### src/rtl/sgd_dot_scheduler_pkg.sv
`default_nettype none
// +------------------------------------------------------------------------+
// | Package : sgd_sched_pkg                                                |
// | Purpose : Shared types for the dot-product adder-tree scheduler.       |
// |           FSM state encoding, the tag that travels alongside each      |
// |           chunk through the tree, and the datapath word width.         |
// | Ports   : none (package)                                               |
// | Revision: 1.0  initial release                                         |
// +------------------------------------------------------------------------+
package sgd_sched_pkg;

   localparam int DATA_W   = 32;
   // Tag id field is sized for the largest bank count we expect to build;
   // the top truncates it to its own ID_WIDTH on the way out.
   localparam int TAG_ID_W = 8;

   typedef enum logic [1:0] {
      ST_IDLE  = 2'd0,
      ST_RUN   = 2'd1,
      ST_DRAIN = 2'd2
   } sched_state_t;

   typedef struct packed {
      logic                valid;
      logic [TAG_ID_W-1:0] id;
      logic                last;
   } tag_t;

endpackage
`default_nettype wire

### src/rtl/sgd_dot_scheduler_if.sv
`default_nettype none
// +------------------------------------------------------------------------+
// | Interface: sgd_dot_scheduler_if                                        |
// | Purpose  : Bundles the bank request bus, the adder-tree bus and the    |
// |            result bus of the dot-product scheduler.                    |
// | Modports : slave  - the scheduler (accepts bank chunks, drives tree    |
// |                     inputs and results)                                |
// |            master - the surroundings (banks, adder tree, consumer)     |
// | Signals  : req_valid/req_last/req_data/req_ready  bank handshake       |
// |            tree_in/tree_in_valid/tree_out/tree_out_valid  shared tree  |
// |            res_data/res_id/res_valid  completed dot products           |
// | Revision : 1.0  initial release                                        |
// +------------------------------------------------------------------------+
interface sgd_dot_scheduler_if #(
   parameter int NUM_REQ    = 4,
   parameter int ID_WIDTH   = 2,
   parameter int TREE_WIDTH = 8
) ();
   import sgd_sched_pkg::*;

   logic [NUM_REQ-1:0]                             req_valid;
   logic [NUM_REQ-1:0]                             req_last;
   logic [NUM_REQ-1:0][TREE_WIDTH-1:0][DATA_W-1:0] req_data;
   logic [NUM_REQ-1:0]                             req_ready;

   logic [TREE_WIDTH-1:0][DATA_W-1:0]              tree_in;
   logic                                           tree_in_valid;
   logic [DATA_W-1:0]                              tree_out;
   logic                                           tree_out_valid;

   logic [DATA_W-1:0]                              res_data;
   logic [ID_WIDTH-1:0]                            res_id;
   logic                                           res_valid;

   modport slave (
      input  req_valid, req_last, req_data, tree_out, tree_out_valid,
      output req_ready, tree_in, tree_in_valid, res_data, res_id, res_valid
   );

   modport master (
      output req_valid, req_last, req_data, tree_out, tree_out_valid,
      input  req_ready, tree_in, tree_in_valid, res_data, res_id, res_valid
   );

endinterface
`default_nettype wire

### src/rtl/sgd_dot_scheduler_arb.sv
`default_nettype none
// +------------------------------------------------------------------------+
// | Module  : sgd_rr_arbiter                                               |
// | Purpose : Combinational round-robin arbiter. Searches req starting at  |
// |           ptr+1 (wrapping) and grants the first requester found.       |
// | Ports   : req   in  [NUM_REQ]  request vector                          |
// |           ptr   in  ID_WIDTH   last granted index                      |
// |           grant out [NUM_REQ]  one-hot grant, zero if no request       |
// | Revision: 1.0  initial release                                         |
// +------------------------------------------------------------------------+
module sgd_rr_arbiter #(
   parameter int NUM_REQ  = 4,
   parameter int ID_WIDTH = 2
) (
   input  wire logic [NUM_REQ-1:0]  req,
   input  wire logic [ID_WIDTH-1:0] ptr,
   output logic      [NUM_REQ-1:0]  grant
);

   logic [ID_WIDTH-1:0] w_idx;
   logic                w_found;

   // Offsets 1..NUM_REQ visit every bank once, ending on ptr itself, so a
   // lone requester that was just served is still granted again.
   always_comb begin
      grant   = '0;
      w_found = 1'b0;
      w_idx   = '0;
      for (int k = 1; k <= NUM_REQ; k++) begin
         w_idx = ID_WIDTH'((int'(ptr) + k) % NUM_REQ);
         if (!w_found && req[w_idx]) begin
            grant[w_idx] = 1'b1;
            w_found      = 1'b1;
         end
      end
   end

endmodule
`default_nettype wire

### src/rtl/sgd_dot_scheduler.sv
`default_nettype none
// +------------------------------------------------------------------------+
// | Module  : sgd_dot_scheduler                                            |
// | Purpose : Shares one pipelined adder tree among NUM_REQ dot-product    |
// |           banks. Grants one chunk per cycle round-robin, tags it with  |
// |           {valid, id, last}, accumulates the returning tree sums per   |
// |           bank and emits the finished dot product on the last chunk.   |
// | Ports   : clk, rst_n (async, active low)                               |
// |           start  in  pulse IDLE->RUN                                   |
// |           stop   in  pulse RUN->DRAIN (wins over start)                |
// |           busy   out high in RUN/DRAIN                                 |
// |           done   out one-cycle pulse on DRAIN->IDLE                    |
// |           tag_err out sticky: tree_out_valid disagreed with head tag   |
// |           bus    slave modport: bank requests, tree bus, results       |
// | Revision: 1.0  initial release                                         |
// +------------------------------------------------------------------------+
module sgd_dot_scheduler
   import sgd_sched_pkg::*;
#(
   parameter int NUM_REQ      = 4,
   parameter int ID_WIDTH     = 2,
   parameter int TREE_WIDTH   = 8,
   parameter int TREE_LATENCY = 2
) (
   input  wire logic            clk,
   input  wire logic            rst_n,
   input  wire logic            start,
   input  wire logic            stop,
   output logic                 busy,
   output logic                 done,
   output logic                 tag_err,
   sgd_dot_scheduler_if.slave   bus
);

   sched_state_t                      r_state;
   logic                              r_busy;
   logic                              r_done;
   logic [ID_WIDTH-1:0]               r_rr_ptr;
   logic [TREE_WIDTH-1:0][DATA_W-1:0] r_tree_in;
   // r_tag[0] sits alongside tree_in; r_tag[TREE_LATENCY] lines up with
   // tree_out, so the head is TREE_LATENCY stages behind the issue stage.
   tag_t                              r_tag [TREE_LATENCY+1];
   logic [DATA_W-1:0]                 r_acc [NUM_REQ];
   logic [DATA_W-1:0]                 r_res_data;
   logic [ID_WIDTH-1:0]               r_res_id;
   logic                              r_res_valid;
   logic                              r_tag_err;

   logic [NUM_REQ-1:0]                w_grant;
   logic [NUM_REQ-1:0]                w_ready;
   logic                              w_xfer;
   logic [ID_WIDTH-1:0]               w_gnt_id;
   tag_t                              w_issue_tag;
   tag_t                              w_head;
   logic [ID_WIDTH-1:0]               w_head_id;
   logic [DATA_W-1:0]                 w_sum;
   logic                              w_pipe_empty;

   sgd_rr_arbiter #(
      .NUM_REQ  (NUM_REQ),
      .ID_WIDTH (ID_WIDTH)
   ) u_arb (
      .req   (bus.req_valid),
      .ptr   (r_rr_ptr),
      .grant (w_grant)
   );

   // Grants are only exposed while running; IDLE and DRAIN hold them off.
   assign w_ready = (r_state == ST_RUN) ? w_grant : '0;
   assign w_xfer  = |(w_ready & bus.req_valid);

   always_comb begin
      w_gnt_id = '0;
      for (int i = 0; i < NUM_REQ; i++) begin
         if (w_ready[i]) begin
            w_gnt_id = ID_WIDTH'(i);
         end
      end
   end

   always_comb begin
      w_issue_tag       = '0;
      w_issue_tag.valid = w_xfer;
      w_issue_tag.id    = TAG_ID_W'(w_gnt_id);
      w_issue_tag.last  = w_xfer & bus.req_last[w_gnt_id];
   end

   assign w_head    = r_tag[TREE_LATENCY];
   assign w_head_id = ID_WIDTH'(w_head.id);
   // Plain unsigned add gives two's-complement wrap with no saturation.
   assign w_sum     = r_acc[w_head_id] + bus.tree_out;

   always_comb begin
      w_pipe_empty = 1'b1;
      for (int s = 0; s <= TREE_LATENCY; s++) begin
         if (r_tag[s].valid) begin
            w_pipe_empty = 1'b0;
         end
      end
   end

   // Control FSM with registered busy/done.
   always_ff @(posedge clk or negedge rst_n) begin
      if (!rst_n) begin
         r_state <= ST_IDLE;
         r_busy  <= 1'b0;
         r_done  <= 1'b0;
      end else begin
         r_done <= 1'b0;
         case (r_state)
            ST_IDLE: begin
               if (start) begin
                  r_state <= ST_RUN;
                  r_busy  <= 1'b1;
               end
            end
            ST_RUN: begin
               if (stop) begin
                  r_state <= ST_DRAIN;
               end
            end
            ST_DRAIN: begin
               if (w_pipe_empty) begin
                  r_state <= ST_IDLE;
                  r_busy  <= 1'b0;
                  r_done  <= 1'b1;
               end
            end
            default: begin
               r_state <= ST_IDLE;
               r_busy  <= 1'b0;
            end
         endcase
      end
   end

   // Round-robin pointer only moves on an actual transfer.
   always_ff @(posedge clk or negedge rst_n) begin
      if (!rst_n) begin
         r_rr_ptr <= ID_WIDTH'(NUM_REQ - 1);
      end else if (w_xfer) begin
         r_rr_ptr <= w_gnt_id;
      end
   end

   // Issue stage and tag pipeline.
   always_ff @(posedge clk or negedge rst_n) begin
      if (!rst_n) begin
         r_tree_in <= '0;
         for (int s = 0; s <= TREE_LATENCY; s++) begin
            r_tag[s] <= '0;
         end
      end else begin
         if (w_xfer) begin
            r_tree_in <= bus.req_data[w_gnt_id];
         end
         r_tag[0] <= w_issue_tag;
         for (int s = 1; s <= TREE_LATENCY; s++) begin
            r_tag[s] <= r_tag[s-1];
         end
      end
   end

   // Retire: the head tag alone decides what happens to tree_out, so a
   // spurious tree_out_valid only raises tag_err and never disturbs acc.
   always_ff @(posedge clk or negedge rst_n) begin
      if (!rst_n) begin
         for (int b = 0; b < NUM_REQ; b++) begin
            r_acc[b] <= '0;
         end
         r_res_data  <= '0;
         r_res_id    <= '0;
         r_res_valid <= 1'b0;
         r_tag_err   <= 1'b0;
      end else begin
         r_res_valid <= 1'b0;
         if (bus.tree_out_valid != w_head.valid) begin
            r_tag_err <= 1'b1;
         end
         if (w_head.valid) begin
            if (w_head.last) begin
               r_res_data       <= w_sum;
               r_res_id         <= w_head_id;
               r_res_valid      <= 1'b1;
               r_acc[w_head_id] <= '0;
            end else begin
               r_acc[w_head_id] <= w_sum;
            end
         end
      end
   end

   assign bus.req_ready     = w_ready;
   assign bus.tree_in       = r_tree_in;
   assign bus.tree_in_valid = r_tag[0].valid;
   assign bus.res_data      = r_res_data;
   assign bus.res_id        = r_res_id;
   assign bus.res_valid     = r_res_valid;
   assign busy              = r_busy;
   assign done              = r_done;
   assign tag_err           = r_tag_err;

endmodule
`default_nettype wire

### src/flat_wrapper.sv
// flat-port wrapper written by rule: the top's interface ports become plain ports
module sgd_dot_scheduler_flat import sgd_sched_pkg::*;
#(
   parameter int NUM_REQ      = 4,
   parameter int ID_WIDTH     = 2,
   parameter int TREE_WIDTH   = 8,
   parameter int TREE_LATENCY = 2
)
  (clk, rst_n, start, stop, busy, done, tag_err, bus_req_valid, bus_req_last, bus_req_data, bus_tree_out, bus_tree_out_valid, bus_req_ready, bus_tree_in, bus_tree_in_valid, bus_res_data, bus_res_id, bus_res_valid);
  sgd_dot_scheduler_if #(.NUM_REQ(NUM_REQ), .ID_WIDTH(ID_WIDTH), .TREE_WIDTH(TREE_WIDTH)) bus_i ();
  input  wire logic clk;
  input  wire logic rst_n;
  input  wire logic start;
  input  wire logic stop;
  output logic busy;
  output logic done;
  output logic tag_err;
  input wire logic [$bits(bus_i.req_valid)-1:0] bus_req_valid;
  input wire logic [$bits(bus_i.req_last)-1:0] bus_req_last;
  input wire logic [$bits(bus_i.req_data)-1:0] bus_req_data;
  input wire logic [$bits(bus_i.tree_out)-1:0] bus_tree_out;
  input wire logic [$bits(bus_i.tree_out_valid)-1:0] bus_tree_out_valid;
  output wire logic [$bits(bus_i.req_ready)-1:0] bus_req_ready;
  output wire logic [$bits(bus_i.tree_in)-1:0] bus_tree_in;
  output wire logic [$bits(bus_i.tree_in_valid)-1:0] bus_tree_in_valid;
  output wire logic [$bits(bus_i.res_data)-1:0] bus_res_data;
  output wire logic [$bits(bus_i.res_id)-1:0] bus_res_id;
  output wire logic [$bits(bus_i.res_valid)-1:0] bus_res_valid;
  assign bus_i.req_valid = bus_req_valid;
  assign bus_i.req_last = bus_req_last;
  assign bus_i.req_data = bus_req_data;
  assign bus_i.tree_out = bus_tree_out;
  assign bus_i.tree_out_valid = bus_tree_out_valid;
  assign bus_req_ready = bus_i.req_ready;
  assign bus_tree_in = bus_i.tree_in;
  assign bus_tree_in_valid = bus_i.tree_in_valid;
  assign bus_res_data = bus_i.res_data;
  assign bus_res_id = bus_i.res_id;
  assign bus_res_valid = bus_i.res_valid;
  sgd_dot_scheduler #(.NUM_REQ(NUM_REQ), .ID_WIDTH(ID_WIDTH), .TREE_WIDTH(TREE_WIDTH), .TREE_LATENCY(TREE_LATENCY)) u_core (.clk(clk), .rst_n(rst_n), .start(start), .stop(stop), .busy(busy), .done(done), .tag_err(tag_err), .bus(bus_i));
endmodule
### config.mk
export PLATFORM = sky130hd
export DESIGN_NAME = sgd_dot_scheduler_flat
export DESIGN_NICKNAME = d
export VERILOG_FILES = /design/src/rtl/sgd_dot_scheduler_pkg.sv /design/src/rtl/sgd_dot_scheduler_if.sv /design/src/rtl/sgd_dot_scheduler_arb.sv /design/src/rtl/sgd_dot_scheduler.sv /design/src/flat_wrapper.sv
export SDC_FILE = /design/constraint.sdc
export NUM_CORES = 1
export LEC_CHECK = 0
export BUFFER_PORTS_ARGS = -buffer_cell sky130_fd_sc_hd__buf_4
export CORE_AREA = 2 2 528 530
export DETAILED_ROUTE_END_ITERATION = 7
export DIE_AREA = 0 0 530 532
export GPL_TIMING_DRIVEN = 0
export PLACE_DENSITY = 0.3
export SYNTH_ARGS = -nofsm -noshare
export SYNTH_HDL_FRONTEND = slang
export SYNTH_SLANG_ARGS = --single-unit
export TNS_END_PERCENT = 100
### constraint.sdc
create_clock -name clk -period 5.2 [get_ports clk]
set_clock_uncertainty 0.2 [all_clocks]
set_input_delay 1.04 -clock clk [delete_from_list [all_inputs] [get_ports clk]]
set_output_delay 1.04 -clock clk [all_outputs]
set_load 0.03 [all_outputs]
**Yosys cells after proc, flatten, opt, wreduce, memory -nomap -nowiden**

Cells that the tools add are included.

- Reductions and logical operators: 16
- Multiplexer cells: 52
- Order comparisons: 11
- Bitwise gates (word level): 9
- Equality and inequality tests: 6
- Add/subtract/negate cells: 5

Operators with widths:

| operator | number |
|---|---|
| 256-bit binary-select mux with 2-bit select | 1 |
| 256-bit two-way mux | 1 |
| 128-bit AND | 1 |
| 128-bit bitwise mux | 1 |
| 128-bit two-way mux | 1 |
| 128-bit inverter | 1 |
| 32-bit two-way mux | 3 |
| 32-bit binary-select mux with 2-bit select | 1 |
| 32-bit demux with 2-bit select | 1 |
| 32-bit adder | 1 |
| 1-bit two-way mux | 22 |
| 4-bit two-way mux | 5 |
| 2-bit by 3-bit less-than comparator with 1-bit output, second input constant | 5 |
| 4-bit bitwise OR | 3 |
| 1-bit binary-select mux with 2-bit select | 5 |
| 2-bit two-way mux | 5 |
| 1-bit demux with 2-bit select | 4 |
| 2-bit by 1-bit >= comparator with 1-bit output, second input constant | 4 |
| 1-bit logical AND | 8 |
| 2-bit case mux with 3 select lines | 1 |
| 3-bit AND reduction | 2 |
| 2-bit by 1-bit adder with 2-bit output, second input constant | 2 |
| 2-bit adder, second input constant | 2 |
| 4-bit AND | 1 |
| 15 further kinds | 18 |

- Logic and storage cells: 128
- Register bits: 438

**Logic depth before layout (Yosys ltp)**

- Depth in word-level cells: 20
- Depth in mapped cells: 15
- Gate-level depth less buffers: 12

**By module**

A second synthesis with hierarchy kept.

- Cell total of the unflattened synthesis: 3661
- Area, all modules: 26374.0 µm²

Modules (own cells, without submodules):

| module | cells an instance | instances | area each (µm²) |
|---|---|---|---|
| sgd_dot_scheduler | 3623 | 1 | 26016.2 |
| sgd_rr_arbiter | 38 | 1 | 357.8 |

**Least setup slack after synthesis**

OpenSTA, ideal clock, no wires.

- Path kind: reg2reg
- Start: register u_core.r_tag[1] (netlist name)
- End: register u_core.r_acc[120] (netlist name)
- Arrival: 4.042 ns
- Stages on the path, launching flop included: 15
- Setup time: 0.135 ns
- Buffers on the path: 2
- Slack: 0.823 ns
- Required time: 4.865 ns
- Cells stage by stage: dfrtp_1 clkbuf_1 buf_1 mux4_2 ha_1 inv_1 fa_1 nor2b_1 o31a_1 o311ai_0 a21boi_0 a21oi_1 o31a_1 xor2_1 o31ai_1

- Word-level cells in the longest chain between the ends: 8

Ends and longest elaborated chain:

| item | RTL line | source |
|---|---|---|
| start, declared | sgd_dot_scheduler.sv:42 | `tag_t r_tag [TREE_LATENCY+1];` |
| start signal, assigned by index | sgd_dot_scheduler.sv:159 | `r_tag[s] <= r_tag[s-1];` |
| 2-bit inverter with 3-bit output (not written as such) (*) | sgd_dot_scheduler.sv:91, sgd_dot_scheduler.sv:185, sgd_dot_scheduler.sv:187 |  |
| branches (longest 6 deep; another with 32-bit adder) | -- |  |
| 128-bit two-way mux (*) | sgd_dot_scheduler.sv:181 | `if (w_head.last) begin` |
| end signal, assigned by index | sgd_dot_scheduler.sv:187 | `r_acc[w_head_id] <= w_sum;` |
| end, declared | sgd_dot_scheduler.sv:43 | `logic [DATA_W-1:0] r_acc [NUM_REQ];` |

Every way passes the cells marked *. The select of a mux whose other input is x is not followed.
A chain may end at the register's enable or synchronous reset.

**Final worst setup path**

- Start: register u_core.r_rr_ptr[0]
- End: register u_core.r_tree_in (netlist bit u_core.bus.tree_in[225])

- Word-level cells in the longest chain between the ends: 19

Ends and longest elaborated chain:

| item | RTL line | source |
|---|---|---|
| start, declared | sgd_dot_scheduler.sv:38 | `logic [ID_WIDTH-1:0] r_rr_ptr;` |
| start signal, assigned | sgd_dot_scheduler.sv:140 | `r_rr_ptr <= ID_WIDTH'(NUM_REQ - 1);` |
| start signal, assigned | sgd_dot_scheduler.sv:142 | `r_rr_ptr <= w_gnt_id;` |
| branches (longest 12 deep; another with 2-bit by 3-bit less-than comparator with 1-bit output) | -- |  |
| 4-bit two-way mux (*) | sgd_dot_scheduler_arb.sv:31 | `if (!w_found && req[w_idx]) begin` |
| 4-bit two-way mux (*) | sgd_dot_scheduler.sv:69 | `assign w_ready = (r_state == ST_RUN) ? w_grant : '0;` |
| 1-bit two-way mux | sgd_dot_scheduler.sv:75 | `if (w_ready[i]) begin` |
| 2-bit two-way mux (2 in a row) | sgd_dot_scheduler.sv:75 |  |
| 256-bit binary-select mux with 2-bit select | sgd_dot_scheduler.sv:155 | `r_tree_in <= bus.req_data[w_gnt_id];` |
| 256-bit two-way mux (not written as such) | sgd_dot_scheduler.sv:155 |  |
| end signal, assigned | sgd_dot_scheduler.sv:155 |  |
| end, declared | sgd_dot_scheduler.sv:39 | `logic [TREE_WIDTH-1:0][DATA_W-1:0] r_tree_in;` |

Marked as above.

==> flow_summary.toml <==
[outcome]
status = "finished, final reports clean"

[run]
drv_cap = 0

[route]
ant_nets = 0
dr.pass1.iters = 5
routed_via_density = 3.61
drc = 0
drt_iter0_drc = 2042
num_vias = 27300
wire_per_inst_um = 34.7
wirelength_um = 262000

[clock_network]
tritoncts = "done"
htree_levels = 3
clockRootBuffer = "clkbuf_16"
insertion_delay_ps = 700
clk_pin_slew_worst_paths_ps = 60
cts_sinks = 438
cts_max_path_buffers = 3
cts_buffers = 72

[yosys]
yosysMostFrequentCell = "mux2i_1"
async_flop_share_pct = 100
synth_flop_cell = "dfrtp_1"
postSynthAreaPerCell_sq_um = 11.5
synth_xor_area_share_pct = 0.823
yosysTopAreaCell = "dfrtp_1"
synth_common_cells = "527 x mux2i_1, 436 x dfrtp_1, 293 x nor2_1"
synthMuxAreaShare_pct = 24.1
synth.top_cell.area_share_pct = 41.0
yosysWarnings = 0
synth-compound-area-share_pct = 20.3
ys_seq_area_share_pct = 41.2
syn_area_sq_mm = 0.0266
synth.distinct_cells = 54
ys_seq_elements = 438
syn_inst = 2312
synth_fa_ha_area_share_pct = 1.91
synthTopCellsByArea = "dfrtp_1 41%, mux2i_1 20%, a221oi_2 13%, nor2_1 4.1%, mux4_2 3.0%"
synth_edf_count = 0
syn-num-nets = 3421
synthSimpleGateAreaFrac_pct = 7.63
synth_top_family_by_area = "multiplexers"

[pwr]
intPower_mw = 15.4
ir_worst_vdd_uv = 260
comb_power_share_pct = 65.0
power.density_mw_per_mm2 = 738
p_clk_share_pct = 16.1
total_power_mw = 32.8
power.leakage_nw = 21.6
p_sw_share_pct = 53.2
p_seq_share_pct = 18.9
switchingPower_mw = 17.4

[die]
die_area_sq_mm = 0.282
die_w_um = 530
die_h_um = 532
pin_count = 1368
rows = 193
core_sq_mm = 0.276
start_util_pct = 9.65

[critical_path]
crit_path_top_delay_cell = "mux2i_1"
start_kind = "register"
critical_path_class = "register to register"
arrival_ps = 5410
critPathCaptureType = "register"
slowest_delay_ps = 870
worst-path-max-fanout = 10
worstPathRequired_ps = 5550
crit_chain = "buf_2, inv_1, ha_1, mux4_2, a221o_1, a22oi_2, nor2_1, a21oi_1, buf_2, buf_4, buf_4, mux2i_1, a221oi_2"

[layout]
area_growth_pct = 67.2
finalNonFillerCells = 7557
drive_above_1_share_pct = 51.0
finalNetCount = 4872

[global_routing]
grt_use_total_pct = 18.0
grt_pass1_vias = 28300
grt_pass1_wl_um = 328000
antenna_found_initial = 140
overflow = 0
grt_max_degree = 102

[timing]
slew_headroom_pct = 17.8
worstMarginPinSlew_ps = 1230
setup_tns_ps = 0
rsz0062_at_grt = "true"
setup_viol = 0
drv_slew = 0
fin_crit_ps = 5060
max_freq_mhz = 197
period_share_pct = 97.4
hold_slack_ps = 157
hold_violations = 0

[placed_design]
gp_congestion = 0.909
io_buffers = 1367
dp_hpwl_um = 229000
dp_cells = 7395

[worst_hold_path]
hp-class = "register to register"
cells in the final DEF (no fill, tap or decap), drive strengths merged, types with 4 or more instances in the layout:
master  instances
buf          1471
mux2i         527
dfrtp         436
nor2          293
a221oi        259
clkbuf        203
nand2         120
o21ai          89
a21oi          39
ha             39
mux4           36
a22o           36
diode          35
o31ai          32
mux2           28
inv            22
xnor2          17
a21o           16
nand3          14
clkinv         13
nor3           11
nand2b         10
xor2            8
nand4           7
bufinv          7
nor2b           6
a31oi           6
or2             6
or4             6
a21boi          6
and2            5
a211oi          5
and3            4
o21a            4
o21bai          4
nand3b          4
cells by family after synthesis:
| kind of cell | count (synthesis) |
|---|---|
| mux | 591 |
| compound gates | 512 |
| simple gates | 491 |
| flops | 438 |
| buf+inv | 215 |
| fa+ha+maj | 40 |
| xor+xnor | 25 |
routing by layer:
metal,global-route usage (%),wire [um],up-vias
met5,0,479,-
met4,4.49,6760,72
met3,6.25,23800,328
met2,29.0,121000,1336
met1,22.7,111000,13800
li1,-,-,11800
worst max-delay path, delay by kind of cell (launching register included):
family	cells	cell delay (ps)
buf+inv	5	1480
mux	2	1240
compound gates	4	910
flops	1	580
fa+ha+maj	1	350
simple gates	1	110
through the flow:
step | setup WS (ps) | util [%] | cell area (sq um)
3_5_place_dp | -1590 | 15.1 | 41700
5_1_grt | -19.5 | 16.1 | 44400
3_3_place_gp | -3350 | 15.1 | 41500
2_1_floorplan | 823 | - | 26600
6_report | 136 | 16.1 | 44500
4_1_cts | 8.02 | 16.1 | 44300
worst paths after layout:
kind	cells after the start	slack (ps)	to	startpoint
setup / recovery	13	140	u_core.bus.tree_in[225]	u_core.r_rr_ptr[0]
hold / removal	0	160	u_core.r_tag[12]	u_core.r_tag[22]
setup reg to reg	13	140	u_core.bus.tree_in[225]	u_core.r_rr_ptr[0]
hold reg to reg	0	160	u_core.r_tag[12]	u_core.r_tag[22]
max in group asynchronous	4	2610	u_core.bus.tree_in[72]	rst_n
min in group asynchronous	2	640	u_core.bus.tree_in[6]	rst_n
repair_timing:
item | CTS | global route
endpoints found under the setup margin | 304 | 180
hold endpoints to repair | 11 | 0
buffers inserted | 0 | 0
hold buffers | 1 | 0
resized for setup | 31 | 47
flip-flops by register name (all words and copies together), names as in the netlist:
signal / flops
u_core.bus.tree_in: 256
u_core.r_acc: 128
u_core.bus.res_data: 32
u_core.r_tag: 11
u_core.bus.res_id: 2
u_core.r_rr_ptr: 2
u_core.r_state: 2
u_core.bus.res_valid: 1
u_core.bus.tree_in_valid: 1
u_core.busy: 1
u_core.done: 1
u_core.tag_err: 1
power by group through the flow:
stage | Sequential [mW] | Combinational, mW | Clock (mW)
3_3_place_gp | 6.18 | 21.4 | 0
5_1_grt | 6.34 | 22.6 | 5.56
6_report | 6.20 | 21.3 | 5.29
4_1_cts | 6.17 | 21.6 | 5.47
2_1_floorplan | 7.58 | 10.2 | 0
3_5_place_dp | 6.18 | 21.5 | 0
cell type report:
type | count | area, sq um
antenna | 35 | 87.6
buffer | 193 | 1050
clock buffer | 103 | 2110
clock inverter | 25 | 368
fill | 31200 | 231000
inverter | 20 | 75.1
multi-input combinational | 1659 | 14700
sequential | 438 | 11000
tap | 3705 | 4640
timing repair buffer | 1379 | 10500
Power figures use the tool's default switching activity.
